$ cat config.mk
export PLATFORM = sky130hd
export DESIGN_NAME = sc_bipolar_decoder
export DESIGN_NICKNAME = d
export VERILOG_FILES = /design/src/rtl/sc_pkg.sv /design/src/rtl/sc_win_counter.sv /design/src/rtl/sc_bipolar_decoder.sv
export SDC_FILE = /design/constraint.sdc
export NUM_CORES = 1
export LEC_CHECK = 0
export BUFFER_PORTS_ARGS = -buffer_cell sky130_fd_sc_hd__buf_2
export CAP_MARGIN = 20
export CORE_UTILIZATION = 54
export CTS_CLUSTER_DIAMETER = 50
export CTS_CLUSTER_SIZE = 10
export DETAILED_ROUTE_END_ITERATION = 16
export PLACE_DENSITY = 0.79
export SETUP_SLACK_MARGIN = 0.15
export SLEW_MARGIN = 20
export SYNTH_ARGS = -nofsm -noshare
export SYNTH_HDL_FRONTEND = slang
export SYNTH_SLANG_ARGS = --single-unit
export TNS_END_PERCENT = 1
$ cat constraint.sdc
create_clock -name clk -period 2.9 [get_ports clk]
set_clock_uncertainty 0.05 [all_clocks]
set_input_delay 0.29 -clock clk [delete_from_list [all_inputs] [get_ports clk]]
set_output_delay 0.29 -clock clk [all_outputs]
set_load 0.05 [all_outputs]
$ cat src/rtl/sc_pkg.sv
`default_nettype none
// ============================================================================
//  Module      : sc_pkg
//  Description : Shared definitions for the stochastic bipolar decoder:
//                default widths, FSM state encoding, window-length decode
//                and the EMA shift amount.
//  Revision    : 1.0 - initial release
// ============================================================================
package sc_pkg;

    localparam int SC_CNT_W          = 7;  // ones count, 0..64
    localparam int SC_VAL_W          = 8;  // signed bipolar value, -64..+64
    localparam int SC_WIN_W          = 7;  // window length, 8..64
    localparam int SC_DEC_EMA_SHIFT  = 2;  // EMA smoothing factor 1/4

    typedef enum logic [0:0] {
        ST_IDLE  = 1'b0,
        ST_ACCUM = 1'b1
    } sc_state_e;

    // W = 2^(win_sel+3): 8, 16, 32, 64
    function automatic logic [SC_WIN_W-1:0] win_len_decode(input logic [1:0] sel);
        return 7'd8 << sel;
    endfunction

endpackage : sc_pkg
`default_nettype wire

$ cat src/rtl/sc_win_counter.sv
`default_nettype none
// ============================================================================
//  Module      : sc_win_counter
//  Description : Valid-sample counter and ones accumulator for one decode
//                window. Flags the terminal sample and presents the total
//                including that sample.
//  Revision    : 1.0 - initial release
// ============================================================================
module sc_win_counter
    import sc_pkg::*;
#(
    parameter int CNT_W = SC_CNT_W
) (
    input  logic                clk,
    input  logic                rst_n,      // asynchronous, active-high
    input  logic                clr_i,      // discard the running window
    input  logic                inc_i,      // a qualified sample is present
    input  logic                bit_i,
    input  logic [SC_WIN_W-1:0] win_len_i,
    output logic [CNT_W-1:0]    ones_o,     // accumulator plus current bit
    output logic                tc_o        // current sample closes the window
);

    logic [CNT_W-1:0] cnt_q, cnt_d;
    logic [CNT_W-1:0] acc_q, acc_d;
    logic [CNT_W-1:0] w_last;

    assign w_last = CNT_W'(win_len_i) - CNT_W'(1);
    assign tc_o   = inc_i && (cnt_q == w_last);
    assign ones_o = acc_q + CNT_W'(bit_i);

    // Next count: clear on discard or window close, otherwise advance per sample
    always_comb begin
        cnt_d = cnt_q;
        acc_d = acc_q;
        if (clr_i) begin
            cnt_d = '0;
            acc_d = '0;
        end else if (inc_i) begin
            if (tc_o) begin
                cnt_d = '0;
                acc_d = '0;
            end else begin
                cnt_d = cnt_q + CNT_W'(1);
                acc_d = ones_o;
            end
        end
    end

    // Counter state registers
    always_ff @(posedge clk or posedge rst_n) begin
        if (rst_n) begin
            cnt_q <= '0;
            acc_q <= '0;
        end else begin
            cnt_q <= cnt_d;
            acc_q <= acc_d;
        end
    end

endmodule : sc_win_counter
`default_nettype wire

$ cat src/rtl/sc_bipolar_decoder.sv
`default_nettype none
// ============================================================================
//  Module      : sc_bipolar_decoder
//  Description : Windowed bipolar stochastic-stream decoder. Counts ones over
//                8/16/32/64 valid samples and reports the ones count and the
//                signed value 2*ones - W at each window boundary.
//                Optional EMA smoothing of the bipolar value is enabled by
//                defining SC_DEC_EMA_EN; otherwise ema_val is tied to 0.
//  Revision    : 1.0 - initial release
// ============================================================================
module sc_bipolar_decoder
    import sc_pkg::*;
#(
    parameter int CNT_W = SC_CNT_W,
    parameter int VAL_W = SC_VAL_W
) (
    input  logic                clk,
    input  logic                rst_n,      // asynchronous, active-high
    input  logic                en,
    input  logic [1:0]          win_sel,
    input  logic                sn_bit,
    input  logic                sn_valid,
    output logic [CNT_W-1:0]    ones_cnt,
    output logic [VAL_W-1:0]    bip_val,
    output logic [SC_WIN_W-1:0] win_len,
    output logic                out_valid,
    output logic [VAL_W-1:0]    ema_val
);

    sc_state_e             state_q, state_d;
    logic [SC_WIN_W-1:0]   win_q, win_d;       // W of the window in progress

    logic                  w_clr;
    logic                  w_inc;
    logic                  w_done;
    logic [CNT_W-1:0]      w_ones;
    logic [VAL_W:0]        w_bip_wide;
    logic [VAL_W-1:0]      w_bip_new;
    logic                  w_bip_msb_unused;

    logic [CNT_W-1:0]      ones_q, ones_d;
    logic [VAL_W-1:0]      bip_q, bip_d;
    logic [SC_WIN_W-1:0]   winlen_q, winlen_d;
    logic                  ov_q, ov_d;

    // en low wins over everything, including a completing sample
    assign w_clr = (state_q != ST_ACCUM) || !en;
    assign w_inc = (state_q == ST_ACCUM) && en && sn_valid;

    sc_win_counter #(
        .CNT_W     (CNT_W)
    ) u_win_counter (
        .clk       (clk),
        .rst_n     (rst_n),
        .clr_i     (w_clr),
        .inc_i     (w_inc),
        .bit_i     (sn_bit),
        .win_len_i (win_q),
        .ones_o    (w_ones),
        .tc_o      (w_done)
    );

    // 2*ones - W never leaves the VAL_W range, so the extra bit is dropped
    assign w_bip_wide       = ((VAL_W+1)'(w_ones) << 1) - (VAL_W+1)'(win_q);
    assign w_bip_new        = w_bip_wide[VAL_W-1:0];
    assign w_bip_msb_unused = w_bip_wide[VAL_W];

    // Next state and window-length latch; W is sampled at start and at each close
    always_comb begin
        state_d = state_q;
        win_d   = win_q;
        case (state_q)
            ST_IDLE: begin
                if (en) begin
                    state_d = ST_ACCUM;
                    win_d   = win_len_decode(win_sel);
                end
            end
            ST_ACCUM: begin
                if (!en) begin
                    state_d = ST_IDLE;
                end else if (w_done) begin
                    win_d   = win_len_decode(win_sel);
                end
            end
            default: state_d = ST_IDLE;
        endcase
    end

    // Result registers load on window close and hold otherwise
    always_comb begin
        ones_d   = ones_q;
        bip_d    = bip_q;
        winlen_d = winlen_q;
        ov_d     = 1'b0;
        if (w_done) begin
            ones_d   = w_ones;
            bip_d    = w_bip_new;
            winlen_d = win_q;
            ov_d     = 1'b1;
        end
    end

    // State and result registers
    always_ff @(posedge clk or posedge rst_n) begin
        if (rst_n) begin
            state_q  <= ST_IDLE;
            win_q    <= '0;
            ones_q   <= '0;
            bip_q    <= '0;
            winlen_q <= '0;
            ov_q     <= 1'b0;
        end else begin
            state_q  <= state_d;
            win_q    <= win_d;
            ones_q   <= ones_d;
            bip_q    <= bip_d;
            winlen_q <= winlen_d;
            ov_q     <= ov_d;
        end
    end

    assign ones_cnt  = ones_q;
    assign bip_val   = bip_q;
    assign win_len   = winlen_q;
    assign out_valid = ov_q;

`ifdef SC_DEC_EMA_EN
    logic [VAL_W-1:0]      ema_q, ema_d;
    logic signed [VAL_W:0] w_ema_diff;
    logic signed [VAL_W:0] w_ema_step;
    logic                  w_ema_msb_unused;

    // Difference and shift use one guard bit so the subtraction cannot wrap
    assign w_ema_diff       = $signed({w_bip_new[VAL_W-1], w_bip_new})
                            - $signed({ema_q[VAL_W-1], ema_q});
    assign w_ema_step       = w_ema_diff >>> SC_DEC_EMA_SHIFT;
    assign w_ema_msb_unused = w_ema_step[VAL_W];

    // EMA advances in the same cycle the bipolar value is captured
    always_comb begin
        ema_d = ema_q;
        if (w_done) begin
            ema_d = ema_q + w_ema_step[VAL_W-1:0];
        end
    end

    // EMA register
    always_ff @(posedge clk or posedge rst_n) begin
        if (rst_n) begin
            ema_q <= '0;
        end else begin
            ema_q <= ema_d;
        end
    end

    assign ema_val = ema_q;
`else
    assign ema_val = '0;
`endif

endmodule : sc_bipolar_decoder
`default_nettype wire

==> metrics.txt, run 1 <==
Post-synth EDFFs 0; most frequent cells after synthesis sky130_fd_sc_hd__dfrtp_1, sky130_fd_sc_hd__nand2_1, sky130_fd_sc_hd__buf_4, sky130_fd_sc_hd__o21ai_1, sky130_fd_sc_hd__xnor2_1; Total Die Area 0.00377 mm²; cell with the largest stage delay on the worst path sky130_fd_sc_hd__a31oi_1; Routed wire per std cell 12.4 µm; leading area contributor after synthesis sky130_fd_sc_hd__dfrtp_1; Sum Neg Setup Slack 0 ps; dpl cell area 0.00202 mm²; Ys Warns 0; leftover overflow at the end of global routing 0; Detailed Routing Iterations Pass 1 4; fillcell total 307; max-cap violations 0; final-report hold violation count 0; count of cells along the worst register-to-register path 7; average footprint of a synthesized cell 10.6 µm²; maximum cell stage delay along the critical path 800 ps; worst slack at placement 484 ps; Worst Hold End state_q; Leak 1.07 nW; clock transition at the registers of the reported paths 100 ps; Power Density 458 mW/mm²; number of primary I/O pins 38; final max-slew violation count 0; overall power consumption 0.955 mW; cell with the most instances after synthesis sky130_fd_sc_hd__dfrtp_1; number of buffers on the longest clock path 2; DR vias/cell 5.17; crit start category flip-flop; maximum level of the CTS H-tree 2; final setup slack of the worst path 441 ps; number of diodes 0; sequential cell area 901 µm²; number of buffers added on ports 25; pin slew with the least headroom to its limit 1060 ps; WP buf/inv 1; relative contribution of sequential cells to total power 54.5%; reg-to-reg critical path startpoint win_q[4]; RR Endpoint u_win_counter.cnt_q[6]; first-iteration detailed-routing DRC count 64; Via Count 1313; vias in the first global route 1153; combinational power share 16.1%; number of library cell types mapped by synthesis 34; number of buffers added by the clock tree synthesis step 5; clock share of power 29.4%; portion of the clock cycle consumed by the worst path in the final layout 84.8%; crit path cell chain inv_1 -> ha_1 -> xnor2_1 -> nor3_4 -> a31oi_1 -> a21oi_1 -> mux2i_1; clk_lat worst skew 340 ps; largest net degree at the start of global routing 37; max frequency 407 MHz; row count 21; relative slew slack 29.1%; Core Footprint 0.00336 mm²; dominant cells by area after synthesis sky130_fd_sc_hd__dfrtp_1, sky130_fd_sc_hd__buf_4, sky130_fd_sc_hd__ha_1; sw frac 29.0%; total DRC errors in the routed layout 0; number of cells traversed by the worst hold path 1; Setup Fix Bufs, Post-CTS 0; TritonCTS clock tree built; predominant post-synthesis flop cell sky130_fd_sc_hd__dfrtp_1; class of the most critical setup path reg -> reg; signal arrival time at the worst endpoint 2680 ps; PostCTS Resize Cnt 0; hold path start en; sequential area share after synthesis 47.3%; required time at the endpoint of the critical path 3120 ps; sum of routed wire length over all layers 3150 µm; first-pass GRT wire length 5050 µm; root buffer cell sky130_fd_sc_hd__clkbuf_4; cell count after synthesis 179; Synth async-reset ratio 100%; synth-to-layout area growth 9.53%; weighted congestion reported at the end of routability-driven placement 0.741; antenna violations before repair 0; placed instance count 245; number of nets in the finished design 222; internal reg-to-reg setup slack 440 ps; setup repair after global routing missed its margin false; Pint 0.678 mW; Critical Path Sink Type flip-flop; Post-Synthesis Cell Area 0.00190 mm²; effective utilization at floorplan 56.6%; Antenna Nets Post-Route 0; post-route cell area 0.00208 mm²; Num Clock Sinks 36; outcome completed; die boundary height 61.4 µm; DP HPWL 2230 µm; area taken by multi-input logic gates 887 µm²; GR Util All Layers 18.9%; sw power 0.277 mW; top-area cell type share of the netlist area 47.3%; proportion of layout cells with a drive suffix above 1 22.6%; final std cells w/o fill 254; min cycle time layout 2460 ps; class of the most critical hold timing path in -> reg; dominant delay contributor by cell family on the critical path compound AO/OA/AOI/OAI gates; die outline width 61.4 µm; Max rail drop VDD 0.237 mV; number of storage elements in the synthesis netlist 36; final setup fails 0; critical path fanouts, max 13; count of hold buffers inserted by post-cts repair 1
==> routing by layer <==
| metal | wire, µm | track usage [%] | vias up |
|---|---|---|---|
| met5 | 0 | 0 | - |
| met4 | 48 | 7.62 | 0 |
| met3 | 117 | 6.30 | 6 |
| met2 | 1440 | 28.9 | 25 |
| met1 | 1540 | 25.0 | 633 |
| li1 | - | - | 649 |
==> cells by family after synthesis <==
family | Yosys count | synth area share, %
AND/OR/NAND/NOR | 47 | 13.1
XOR/XNOR | 14 | 6.44
AO/OA/AOI/OAI | 33 | 11.4
buffers and inverters | 26 | 8.22
adder cells (fa/ha/maj) | 8 | 5.26
other | 1 | 0.197
multiplexers | 14 | 8.09
flip-flops | 36 | 47.3
==> worst max-delay path by stage <==
stage	startpoint	endpoint	slack, ps	cells after the start
2_1_floorplan	u_win_counter.acc_q[0]	bip_val[7]	860	9
3_3_place_gp	win_q[4]	u_win_counter.acc_q[2]	570	7
3_5_place_dp	win_q[3]	u_win_counter.acc_q[2]	480	7
4_1_cts	win_q[3]	u_win_counter.cnt_q[6]	430	7
5_1_grt	win_q[4]	u_win_counter.acc_q[2]	230	7
6_report	win_q[4]	u_win_counter.cnt_q[6]	440	7
==> power by group through the flow <==
| stage | Clock, mW | Combinational [mW] | Sequential (mW) |
|---|---|---|---|
| detailed placement | 0 | 0.152 | 0.530 |
| floorplan | 0 | 0.141 | 0.528 |
| finish | 0.281 | 0.154 | 0.520 |
| CTS | 0.289 | 0.154 | 0.520 |
| global route | 0.310 | 0.169 | 0.522 |
| global placement | 0 | 0.151 | 0.530 |
==> per-stage QoR <==
step	hold WS (ps)	utilization, %
final	75.2	62.0
after global routing	51.2	62.0
after CTS	62.9	62.0
after detailed placement	366	59.9
after global placement	364	59.9
after floorplan	271	-
==> cell type report <==
| cell class | count | share of cell area (%) |
|---|---|---|
| sequential | 36 | 43.2 |
| multi-input combinational | 128 | 42.6 |
| timing repair buffer | 28 | 7.20 |
| clock buffer | 8 | 2.82 |
| tap | 46 | 2.76 |
| inverter | 8 | 1.44 |
==> cells in the final DEF (no fill, tap or decap) <==
| master | instances |
|---|---|
| sky130_fd_sc_hd__conb_1 | 12 |
| sky130_fd_sc_hd__nand3_1 | 7 |
| sky130_fd_sc_hd__nand2_1 | 19 |
| sky130_fd_sc_hd__buf_4 | 2 |
| sky130_fd_sc_hd__o21a_1 | 1 |
| sky130_fd_sc_hd__mux2_2 | 7 |
| sky130_fd_sc_hd__nor3_1 | 1 |
| sky130_fd_sc_hd__or3_1 | 3 |
| sky130_fd_sc_hd__a311oi_1 | 1 |
| sky130_fd_sc_hd__nand4_2 | 1 |
| sky130_fd_sc_hd__nor2_1 | 5 |
| sky130_fd_sc_hd__dfrtp_1 | 36 |
| sky130_fd_sc_hd__nor3_2 | 1 |
| sky130_fd_sc_hd__a21oi_1 | 5 |
| sky130_fd_sc_hd__buf_2 | 25 |
| sky130_fd_sc_hd__xnor2_1 | 10 |
| sky130_fd_sc_hd__a22o_1 | 6 |
| sky130_fd_sc_hd__clkbuf_8 | 1 |
| sky130_fd_sc_hd__ha_1 | 8 |
| sky130_fd_sc_hd__o21ai_1 | 11 |
| sky130_fd_sc_hd__clkbuf_1 | 2 |
| sky130_fd_sc_hd__and3_4 | 1 |
| sky130_fd_sc_hd__or2_2 | 1 |
| sky130_fd_sc_hd__a31oi_1 | 1 |
| sky130_fd_sc_hd__o31ai_1 | 2 |
| sky130_fd_sc_hd__mux2i_1 | 6 |
| sky130_fd_sc_hd__mux2_4 | 1 |
| sky130_fd_sc_hd__nor3_4 | 1 |
| sky130_fd_sc_hd__dlygate4sd3_1 | 1 |
| sky130_fd_sc_hd__and3_1 | 3 |
| sky130_fd_sc_hd__nor2b_1 | 1 |
| sky130_fd_sc_hd__o21ai_0 | 5 |
| sky130_fd_sc_hd__nand2b_1 | 3 |
| sky130_fd_sc_hd__clkbuf_4 | 5 |
| sky130_fd_sc_hd__xor2_1 | 4 |
| sky130_fd_sc_hd__a31oi_4 | 1 |
| sky130_fd_sc_hd__inv_1 | 8 |
==> sequential cells by signal, summed over array words and instances (netlist names) <==
register / flops
bip_val: 5
ones_cnt: 7
out_valid: 1
state_q: 1
u_win_counter.acc_q: 7
u_win_counter.cnt_q: 7
win_len: 4
win_q: 4
(Power assumes the default switching activity.)
==> run 2: changes to the inputs <==
ABC_AREA = 1   (was default)
CORE_UTILIZATION = 55   (was 54)
clock period = 2.4 ns   (was 2.9 ns; I/O delays follow)
==> metrics.txt, run 2 <==
outcome completed; number of library cell types mapped by synthesis 28 (-18%); largest net degree at the start of global routing 38 (+2.7%); Max rail drop VDD 0.296 mV (+25%); critical path fanouts, max 37 (+24); number of nets in the finished design 288 (+30%); wire length on met2 1660 µm (+15%); die boundary height 63.0 µm (+2.7%); top routing layer used met4; final max-slew violation count 0 (unchanged); Sum Neg Setup Slack 0 ps (unchanged); min cycle time layout 2080 ps (-382 ps); root buffer cell sky130_fd_sc_hd__clkbuf_8; fillcell total 288 (-6.2%); number of storage elements in the synthesis netlist 36 (unchanged); number of buffers added by the clock tree synthesis step 5 (unchanged); portion of the clock cycle consumed by the worst path in the final layout 86.5% (+1.8 points); effective utilization at floorplan 59.5% (+2.9 points); final setup fails 0 (unchanged); number of primary I/O pins 38 (unchanged); leftover overflow at the end of global routing 0 (unchanged); sequential cell area 901 µm² (unchanged); Post-synth EDFFs 0 (unchanged); Antenna Nets Post-Route 0 (unchanged); number of buffers on the longest clock path 2 (unchanged); crit start category flip-flop; most frequent cells after synthesis sky130_fd_sc_hd__nand2_1, sky130_fd_sc_hd__dfrtp_1, sky130_fd_sc_hd__inv_1, sky130_fd_sc_hd__nand3_1; Total Die Area 0.00397 mm² (+5.5%); sum of routed wire length over all layers 3450 µm (+9.8%); crit-path most repeated cell sky130_fd_sc_hd__nand2_1; Via Count 1545 (+18%); final-report hold violation count 0 (unchanged); max frequency 481 MHz (+18%); worst slack at placement 235 ps (-248 ps); total DRC errors in the routed layout 0 (unchanged); class of the most critical hold timing path in -> reg; predominant post-synthesis flop cell sky130_fd_sc_hd__dfrtp_1; leading area contributor after synthesis sky130_fd_sc_hd__dfrtp_1; Ys Warns 0 (unchanged); top-area cell type share of the netlist area 44.0% (-3.4 points); number of buffers added on ports 25 (unchanged); area taken by multi-input logic gates 963 µm² (+8.6%); highest-count cells in the layout ignoring fill and taps sky130_fd_sc_hd__nand2_1, sky130_fd_sc_hd__dfrtp_1, sky130_fd_sc_hd__inv_1, sky130_fd_sc_hd__buf_2, sky130_fd_sc_hd__nand3_1; cell with the most instances after synthesis sky130_fd_sc_hd__nand2_1; maximum level of the CTS H-tree 2 (unchanged); WP buf/inv 2 (+1); die outline width 63.0 µm (+2.7%); row count 21 (unchanged); Critical Path Sink Type flip-flop; Detailed Routing Iterations Pass 1 4 (unchanged); dominant cells by area after synthesis sky130_fd_sc_hd__dfrtp_1, sky130_fd_sc_hd__nand2_1, sky130_fd_sc_hd__o21ai_2; synth-to-layout area growth 12.3%; first-pass GRT wire length 6040 µm (+20%); leading cell type in the layout, fill and taps excluded sky130_fd_sc_hd__nand2_1; Core Footprint 0.00344 mm² (+2.3%); antenna violations before repair 0 (unchanged); weighted congestion reported at the end of routability-driven placement 0.810 (+9.4%); setup repair after global routing missed its margin true; Power Density 544 mW/mm² (+19%); routed metal-1 wirelength 1620 µm (+5.3%); crit path cell chain inv_1 -> ha_1 -> inv_1 -> nand2_1 -> nand2_1 -> nand3_2 -> nor2_4 -> nand3_4 -> nand2_1 -> nand2_1 -> nand2_1; cell count after synthesis 242 (+35%); Num Clock Sinks 36 (unchanged); DR WL met3 120 µm (+2.6%); clock transition at the registers of the reported paths 70 ps (-30 ps); Leak 1.23 nW (+15%); GR Util All Layers 19.5% (+0.53 points); sequential area share after synthesis 44.0% (-3.4 points); maximum cell stage delay along the critical path 390 ps (-410 ps); first-iteration detailed-routing DRC count 80 (+25%); DP HPWL 2390 µm (+7.4%); number of diodes 0 (unchanged); signal arrival time at the worst endpoint 2250 ps (-430 ps); required time at the endpoint of the critical path 2570 ps (-550 ps); proportion of layout cells with a drive suffix above 1 24.5% (+1.9 points); cell with the largest stage delay on the worst path sky130_fd_sc_hd__dfrtp_1; TritonCTS clock tree built; class of the most critical setup path reg -> reg; dominant delay contributor by cell family on the critical path simple AND/OR/NAND/NOR gates; average footprint of a synthesized cell 8.46 µm² (-20%); clk_lat worst skew 280 ps (-60 ps); Routed wire per std cell 10.8 µm (-13%); vias in the first global route 1406 (+22%); final setup slack of the worst path 323 ps (-118 ps); DR vias/cell 4.83 (-6.6%); Synth async-reset ratio 100% (unchanged); Post-Synthesis Cell Area 0.00205 mm² (+7.6%); max-cap violations 0 (unchanged)
## run 2: cell families after synthesis
family,Yosys count,synth area share [%]
other,1,0.183
adder cells (fa/ha/maj),8,4.89
flip-flops,36,44.0
buffers and inverters,48,12.5
AO/OA/AOI/OAI,32,10.7
XOR/XNOR,11,4.70
AND/OR/NAND/NOR,106,23.1
## run 2: worst paths after layout
check	start	end	slack [ps]	depth (start not counted)
setup / recovery	win_q[3]	win_q[3]	320	11
hold / removal	en	state_q	60	1
setup reg to reg	win_q[3]	win_q[3]	320	11
hold reg to reg	bip_val[5]	bip_val[5]	430	2
max in group asynchronous	rst_n	u_win_counter.acc_q[0]	1180	4
min in group asynchronous	rst_n	win_len[6]	440	3
## run 2: where the power goes
group | internal [mW] | total [mW] | switching, mW
sequential | 0.616 | 0.625 | 0.00868
combinational | 0.0555 | 0.186 | 0.131
clock | 0.229 | 0.440 | 0.211
total | 0.900 | 1.25 | 0.350
## run 2: repair_timing
| action | CTS | global route |
|---|---|---|
| endpoints found under the setup margin | 0 | 4 |
| endpoints found under the hold margin | 12 | 0 |
| hold buffers | 1 | 0 |
| gates resized for setup | 0 | 4 |
| buffers inserted | 0 | 1 |
## run 2: cell type report
type | instances | area share, %
Clock buffer | 6 | 3.59
Clock inverter | 2 | 0.435
Inverter | 30 | 4.90
Multi-Input combinational cell | 169 | 41.9
Sequential cell | 36 | 39.2
Tap cell | 46 | 2.50
Timing Repair Buffer | 31 | 7.51
## run 2: layer usage
metal	up-vias	global-route usage, %
li1	801	-
met1	711	25.0
met2	29	31.7
met3	4	4.01
met4	0	8.14
met5	-	0
## run 2: stage by stage
stage | hold WS (ps) | area, µm² | total power [mW] | std cells | util [%]
4_1_cts | 50.2 | 2260 | 1.26 | 319 | 65.7
3_3_place_gp | 220 | 2160 | 0.814 | 310 | 62.7
2_1_floorplan | 221 | 2090 | 0.797 | 253 | -
3_5_place_dp | 225 | 2160 | 0.815 | 310 | 62.7
5_1_grt | 54.1 | 2300 | 1.30 | 320 | 66.8
6_report | 55.9 | 2300 | 1.25 | 320 | 66.8
